--- config.mk ---
export PLATFORM = sky130hd
export DESIGN_NAME = pwm_peripheral
export DESIGN_NICKNAME = d
export VERILOG_FILES = /design/src/rtl/pwm_pkg.sv /design/src/rtl/pwm_timebase.sv /design/src/rtl/pwm_peripheral.sv
export SDC_FILE = /design/constraint.sdc
export NUM_CORES = 1
export LEC_CHECK = 0
export ABC_CLOCK_PERIOD_IN_PS = 2700
export CELL_PAD_IN_SITES_DETAIL_PLACEMENT = 0
export CELL_PAD_IN_SITES_GLOBAL_PLACEMENT = 1
export CORE_MARGIN = 1.5
export CORE_UTILIZATION = 35
export CTS_CLUSTER_SIZE = 16
export DETAILED_ROUTE_END_ITERATION = 6
export MAX_ROUTING_LAYER = met4
export PLACE_DENSITY_LB_ADDON = 0.1
export SYNTH_ARGS = -nofsm -noshare
export SYNTH_HDL_FRONTEND = slang
export SYNTH_SLANG_ARGS = --single-unit
--- constraint.sdc ---
create_clock -name clk -period 2.7 [get_ports clk]
set_clock_uncertainty 0.15 [all_clocks]
set_input_delay 0.405 -clock clk [delete_from_list [all_inputs] [get_ports clk]]
set_output_delay 0.405 -clock clk [all_outputs]
set_load 0.03 [all_outputs]
--- src/rtl/pwm_pkg.sv ---
// PWM peripheral shared types and constants.
// Imported by the timebase and the peripheral top.
package pwm_pkg;

    localparam int CLK_DIV_DEF = 13;
    localparam int PWM_BITS    = 8;
    localparam int NUM_CH      = 16;

    localparam logic [PWM_BITS-1:0] DUTY_FULL = 8'hFF;

    typedef logic [PWM_BITS-1:0] pwm_cnt_t;
    typedef logic [NUM_CH-1:0]   pwm_ch_t;

    // 0xFF is promoted to 100 % so the top code gives no low step.
    function automatic logic pwm_level(
        input pwm_cnt_t cnt,
        input pwm_cnt_t duty
    );
        return (duty == DUTY_FULL) || (cnt < duty);
    endfunction

endpackage

--- src/rtl/pwm_timebase.sv ---
// Clock prescaler plus 8-bit PWM period counter.
// Tick marks the last clk of each counter step; wrap marks 255 -> 0.
module pwm_timebase
    import pwm_pkg::*;
#(
    parameter int CLK_DIV = CLK_DIV_DEF
) (
    input  logic     clk,
    input  logic     rst_n,
    output pwm_cnt_t o_count,
    output logic     o_tick,
    output logic     o_wrap
);

    localparam logic [15:0] DIV_LAST = 16'(CLK_DIV - 1);

    logic [15:0] r_pre;
    pwm_cnt_t    r_count;
    logic        w_tick;
    logic        w_wrap;

    assign w_tick = (r_pre == DIV_LAST);
    assign w_wrap = w_tick && (r_count == '1);

    always_ff @(posedge clk or negedge rst_n) begin
        if (!rst_n) begin
            r_pre   <= '0;
            r_count <= '0;
        end else begin
            r_pre <= w_tick ? 16'd0 : r_pre + 16'd1;
            if (w_tick) begin
                r_count <= r_count + 8'd1;
            end
        end
    end

    assign o_count = r_count;
    assign o_tick  = w_tick;
    assign o_wrap  = w_wrap;

endmodule

--- src/rtl/pwm_peripheral.sv ---
// 16-channel PWM peripheral with shared, period-shadowed duty.
// All outputs are registered; enables take effect one clk later.
module pwm_peripheral
    import pwm_pkg::*;
#(
    parameter int CLK_DIV = CLK_DIV_DEF
) (
    input  logic       clk,
    input  logic       rst_n,
    input  logic [7:0] en_reg_out_7_0,
    input  logic [7:0] en_reg_out_15_8,
    input  logic [7:0] en_reg_pwm_7_0,
    input  logic [7:0] en_reg_pwm_15_8,
    input  logic [7:0] pwm_duty_cycle,
    output logic [7:0] out_7_0,
    output logic [7:0] out_15_8,
    output logic       period_start
);

    if (CLK_DIV < 1 || CLK_DIV > 65535) begin : g_bad_div
        $error("pwm_peripheral: CLK_DIV must be within 1..65535");
    end

    pwm_cnt_t w_count;
    logic     w_tick;
    logic     w_wrap;
    logic     w_level;
    pwm_ch_t  w_en_out;
    pwm_ch_t  w_en_pwm;
    pwm_ch_t  w_next;

    pwm_cnt_t r_shadow;
    pwm_ch_t  r_out;
    logic     r_wrap_q;
    logic     r_period_start;

    pwm_timebase #(
        .CLK_DIV (CLK_DIV)
    ) u_timebase (
        .clk     (clk),
        .rst_n   (rst_n),
        .o_count (w_count),
        .o_tick  (w_tick),
        .o_wrap  (w_wrap)
    );

    assign w_en_out = {en_reg_out_15_8, en_reg_out_7_0};
    assign w_en_pwm = {en_reg_pwm_15_8, en_reg_pwm_7_0};
    assign w_level  = pwm_level(w_count, r_shadow);
    assign w_next   = w_en_out & (~w_en_pwm | {NUM_CH{w_level}});

    // period_start trails the wrap by one clk to line up with r_out.
    always_ff @(posedge clk or negedge rst_n) begin
        if (!rst_n) begin
            r_shadow       <= '0;
            r_out          <= '0;
            r_wrap_q       <= 1'b0;
            r_period_start <= 1'b0;
        end else begin
            if (w_tick && w_wrap) begin
                r_shadow <= pwm_duty_cycle;
            end
            r_wrap_q       <= w_tick && w_wrap;
            r_period_start <= r_wrap_q;
            r_out          <= w_next;
        end
    end

    assign out_7_0      = r_out[7:0];
    assign out_15_8     = r_out[15:8];
    assign period_start = r_period_start;

endmodule

==> metrics.md <==
| Metric | Value |
|---|---|
| Worst Path Arrival | about 2.2 ns |
| Final core occ | 0.502 |
| Initial core utilization | 0.368 |
| Total power | around 1.5 mW |
| Io pins | 59 |
| P&R area growth vs syn | 36.6% |
| # clock sinks | 50 |
| Most frequent cells in the layout | clkdlybuf4s50_1 (57), dfrtp_1 (50), a21boi_0 (16), xnor2_1 (13) |
| Power per cell area | slightly below 500 mW/mm^2 |
| Antenna Nets Post-Route | 0 |
| Critical path's largest stage delay | approximately 0.48 ns |
| Worst-Margin Slew | ~0.6 ns |
| Share of layout cells above drive strength 1 | 0.104 |
| Gr usage total | 0.143 |
| Buf/Inv on CP | 1 |
| ANT cells | 0 |
| Synth Warn # | 0 |
| Final setup fails | 0 |
| Dpl hpwl | roughly 3300 um |
| Period minus WS final | around 2.1 ns |
| Reg2reg setup slack | roughly 0.57 ns |
| RSZ-0062 raised after global routing | false |
| Global placement routability congestion | around 0.8 |
| R2R cell count | 6 |
| Final WL | just over 4000 um |
| Worst-Skew Late Latency | approximately 0.3 ns |
| Clock Tree Buf Depth | 2 |
| Seq/Total Area, Yosys | 0.568 |
| Post-synthesis mux area share | 0.0460 |
| Min Hold Slack | roughly 0.21 ns |
| R2R Path Start | u_timebase.r_pre[0]$_DFF_PN0_ |
| Met1 GRT Util | 0.182 |
| Worst Setup SP | u_timebase.r_pre[0]$_DFF_PN0_ |
| Largest delay contributor family on the critical path | simple AND/OR/NAND/NOR gates |
| Top cells by area, synth | dfrtp_1 (57%), ha_1 (5.7%), a21boi_0 (5.5%) |
| Syn nets | 227 |
| Die Y | just over 80 um |
| Library cells used by synthesis | 32 |
| CP Cell Sequence | inv_1 > ha_1 > nor4b_1 > and4_1 > nand3_4 > mux2_2 |
| Synth Instances | between 150 and 200 |
| M3 GR Usage | 0.0615 |
| Worst setup path class | reg2reg |
| Number of synthesized flops with an enable pin | 0 |
| WL/cell | between 10 and 15 um |
| Post-Synth XOR/XNOR Area | 0.0835 |
| CTS tree | yes |
| Overflow after GRT | 0 |
| Largest net degree at the start of global routing | 27 |
| Status | finished, final reports clean |
| Slowest cell on the critical path | and4_1 |
| Crit Path Max Fanout | 9 |
| Synth Area in Compound Gates | 0.0847 |
| P_leak | ~1.4 nW |
| Initial antenna violation count | 0 |
| DRT Pass-1 Iters | 4 |
| Via Count | between 1,000 and 1,500 |
| Finished Layout Cells | about 320 |
| Vias per inst | approximately 4.7 |
| R2R Path End | r_shadow[1]$_DFFE_PN0P_ |
| Largest family of logic cells by synthesized area | simple AND/OR/NAND/NOR gates |
| Drt drc | 0 |
| Final Max Tran Viols | 0 |
| CP endpoint kind | register |
| Synth top area share | 0.568 |
| VDD IR max | 0.000225 V |
| Rows | 28 |
| Core box area | 0.00599 mm^2 |
| Rel. slew slack | 0.603 |
| CP Launch Type | register |
| Placed insts | roughly 300 |
| Fin crit share | 0.790 |
| Die X | between 80 and 90 um |
| Most Crowded Layer GR | met2 |
| Asr flop ratio synth | 1.00 |
| Most common cell after layout, fill and taps aside | clkdlybuf4s50_1 |
| Mean post-synth cell area | ~13 um^2 |
| Die ar. | 0.00678 mm^2 |
| Critical path depth | 6 |
| Main synth FF type | dfrtp_1 |
| Total negative setup slack | 0 ns |
| Final Hold Viols | 0 |
| Cts bufs inserted | 5 |
| Max Cap Violations | 0 |
| Clock-pin slew on the worst setup and hold paths | approximately 0.09 ns |
| DR iter-0 viols | 39 |
| Fillers | between 500 and 600 |
| Hold Path Class | reg2reg |
| Final net count | about 290 |
| Post-CTS Resized | 0 |
| First-pass GRT wire length | ~7000 um |
| FF+latch area | around 0.0013 mm^2 |
| Post-Syn Area | roughly 0.0022 mm^2 |
| Met2 Usage GRT | 0.204 |
| Htree depth | 2 |
| Vias in the first global route | about 1,500 |
| I/O Buffers | between 50 and 60 |
| Simple-gate share of the synthesized area | 0.135 |
| CP required | 2.73 ns |
| Clk root buf | clkbuf_8 |
| #FFs+latches synth | 50 |
| Post-synthesis adder-cell area fraction | 0.0568 |
| Yosys top cell by area | dfrtp_1 |
| Capture point of the critical path | r_shadow[1]$_DFFE_PN0P_ |
| Max Fclk | roughly 470 MHz |
| Area of the multi-input gates | 893 um^2 |
==> where the power goes <==
part	switching (mW)	internal, mW	total (mW)
clock network	0.232	0.296	0.528
logic	0.0640	0.0897	0.154
registers	0.00849	0.766	0.775
==> what timing repair did <==
action | in CTS | in global routing
endpoints found under the setup margin | 0 | 0
setup buffers | 0 | 0
endpoints found under the hold margin | 25 | 0
hold buffers | 1 | 0
==> stage by stage <==
stage / area, um^2 / setup WS (ns)
after floorplan: 2200 / 0.807
after global placement: 2890 / 0.659
after detailed placement: 2890 / 0.562
after CTS: 3010 / 0.554
after global routing: 3010 / 0.342
final: 3010 / 0.566
==> worst min-delay path by stage <==
| stage | to | slack, ns | start | cells after the start |
|---|---|---|---|---|
| 2_1_floorplan | period_start$_DFF_PN0_ | -0.04 | rst_n | 0 |
| 3_3_place_gp | period_start$_DFF_PN0_ | 0.19 | r_wrap_q$_DFF_PN0_ | 0 |
| 3_5_place_dp | period_start$_DFF_PN0_ | 0.20 | r_wrap_q$_DFF_PN0_ | 0 |
| 4_1_cts | period_start$_DFF_PN0_ | 0.22 | r_wrap_q$_DFF_PN0_ | 0 |
| 5_1_grt | period_start$_DFF_PN0_ | 0.22 | r_wrap_q$_DFF_PN0_ | 0 |
| 6_report | period_start$_DFF_PN0_ | 0.21 | r_wrap_q$_DFF_PN0_ | 0 |
==> final cells by class <==
| class | count | share of cell area |
|---|---|---|
| Timing Repair Buffer | 62 | 0.206 |
| Clock inverter | 1 | 0.00998 |
| Clock buffer | 6 | 0.0274 |
| Sequential cell | 50 | 0.416 |
| Tap cell | 75 | 0.0312 |
| Inverter | 10 | 0.0125 |
| Multi-Input combinational cell | 112 | 0.297 |
==> worst reg2reg max path: cells and delay by family, from the launching register on <==
| kind | cells | cell delay [ns] |
|---|---|---|
| and+or+nand+nor | 3 | 0.88 |
| DFF | 1 | 0.45 |
| muxes | 1 | 0.32 |
| adders and majority gates | 1 | 0.13 |
| buffers and inverters | 1 | 0.08 |
==> Yosys cell counts (2+ instances only) <==
master / count
inv_1: 10
xnor2_1: 13
and3_1: 6
and4_1: 4
nor2_1: 9
nand3_1: 4
ha_1: 10
dfrtp_1: 50
nand4_1: 7
a21boi_0: 16
xor2_1: 8
buf_4: 2
nor4_1: 2
mux2_2: 9
nor3_1: 2
nand2_1: 7
==> cell families after synthesis <==
kind of cell	Yosys count
xor+xnor	21
flops	50
buf+inv	13
fa+ha+maj	10
simple gates	49
mux	9
compound gates	23
==> routing by layer <==
metal,share of wire,wire [um],vias to the layer above
li1,-,-,739
met2,0.42,1740,59
met5,0,0,-
met4,0.013,53,0
met1,0.47,1960,693
met3,0.096,398,5
==> flip-flops by register name (all words and copies together) (netlist names) <==
signal / count
u_timebase.r_pre: 16
u_timebase.o_count: 8
r_out: 16
r_shadow: 8
period_start: 1
r_wrap_q: 1
(Power assumes the default switching activity.)
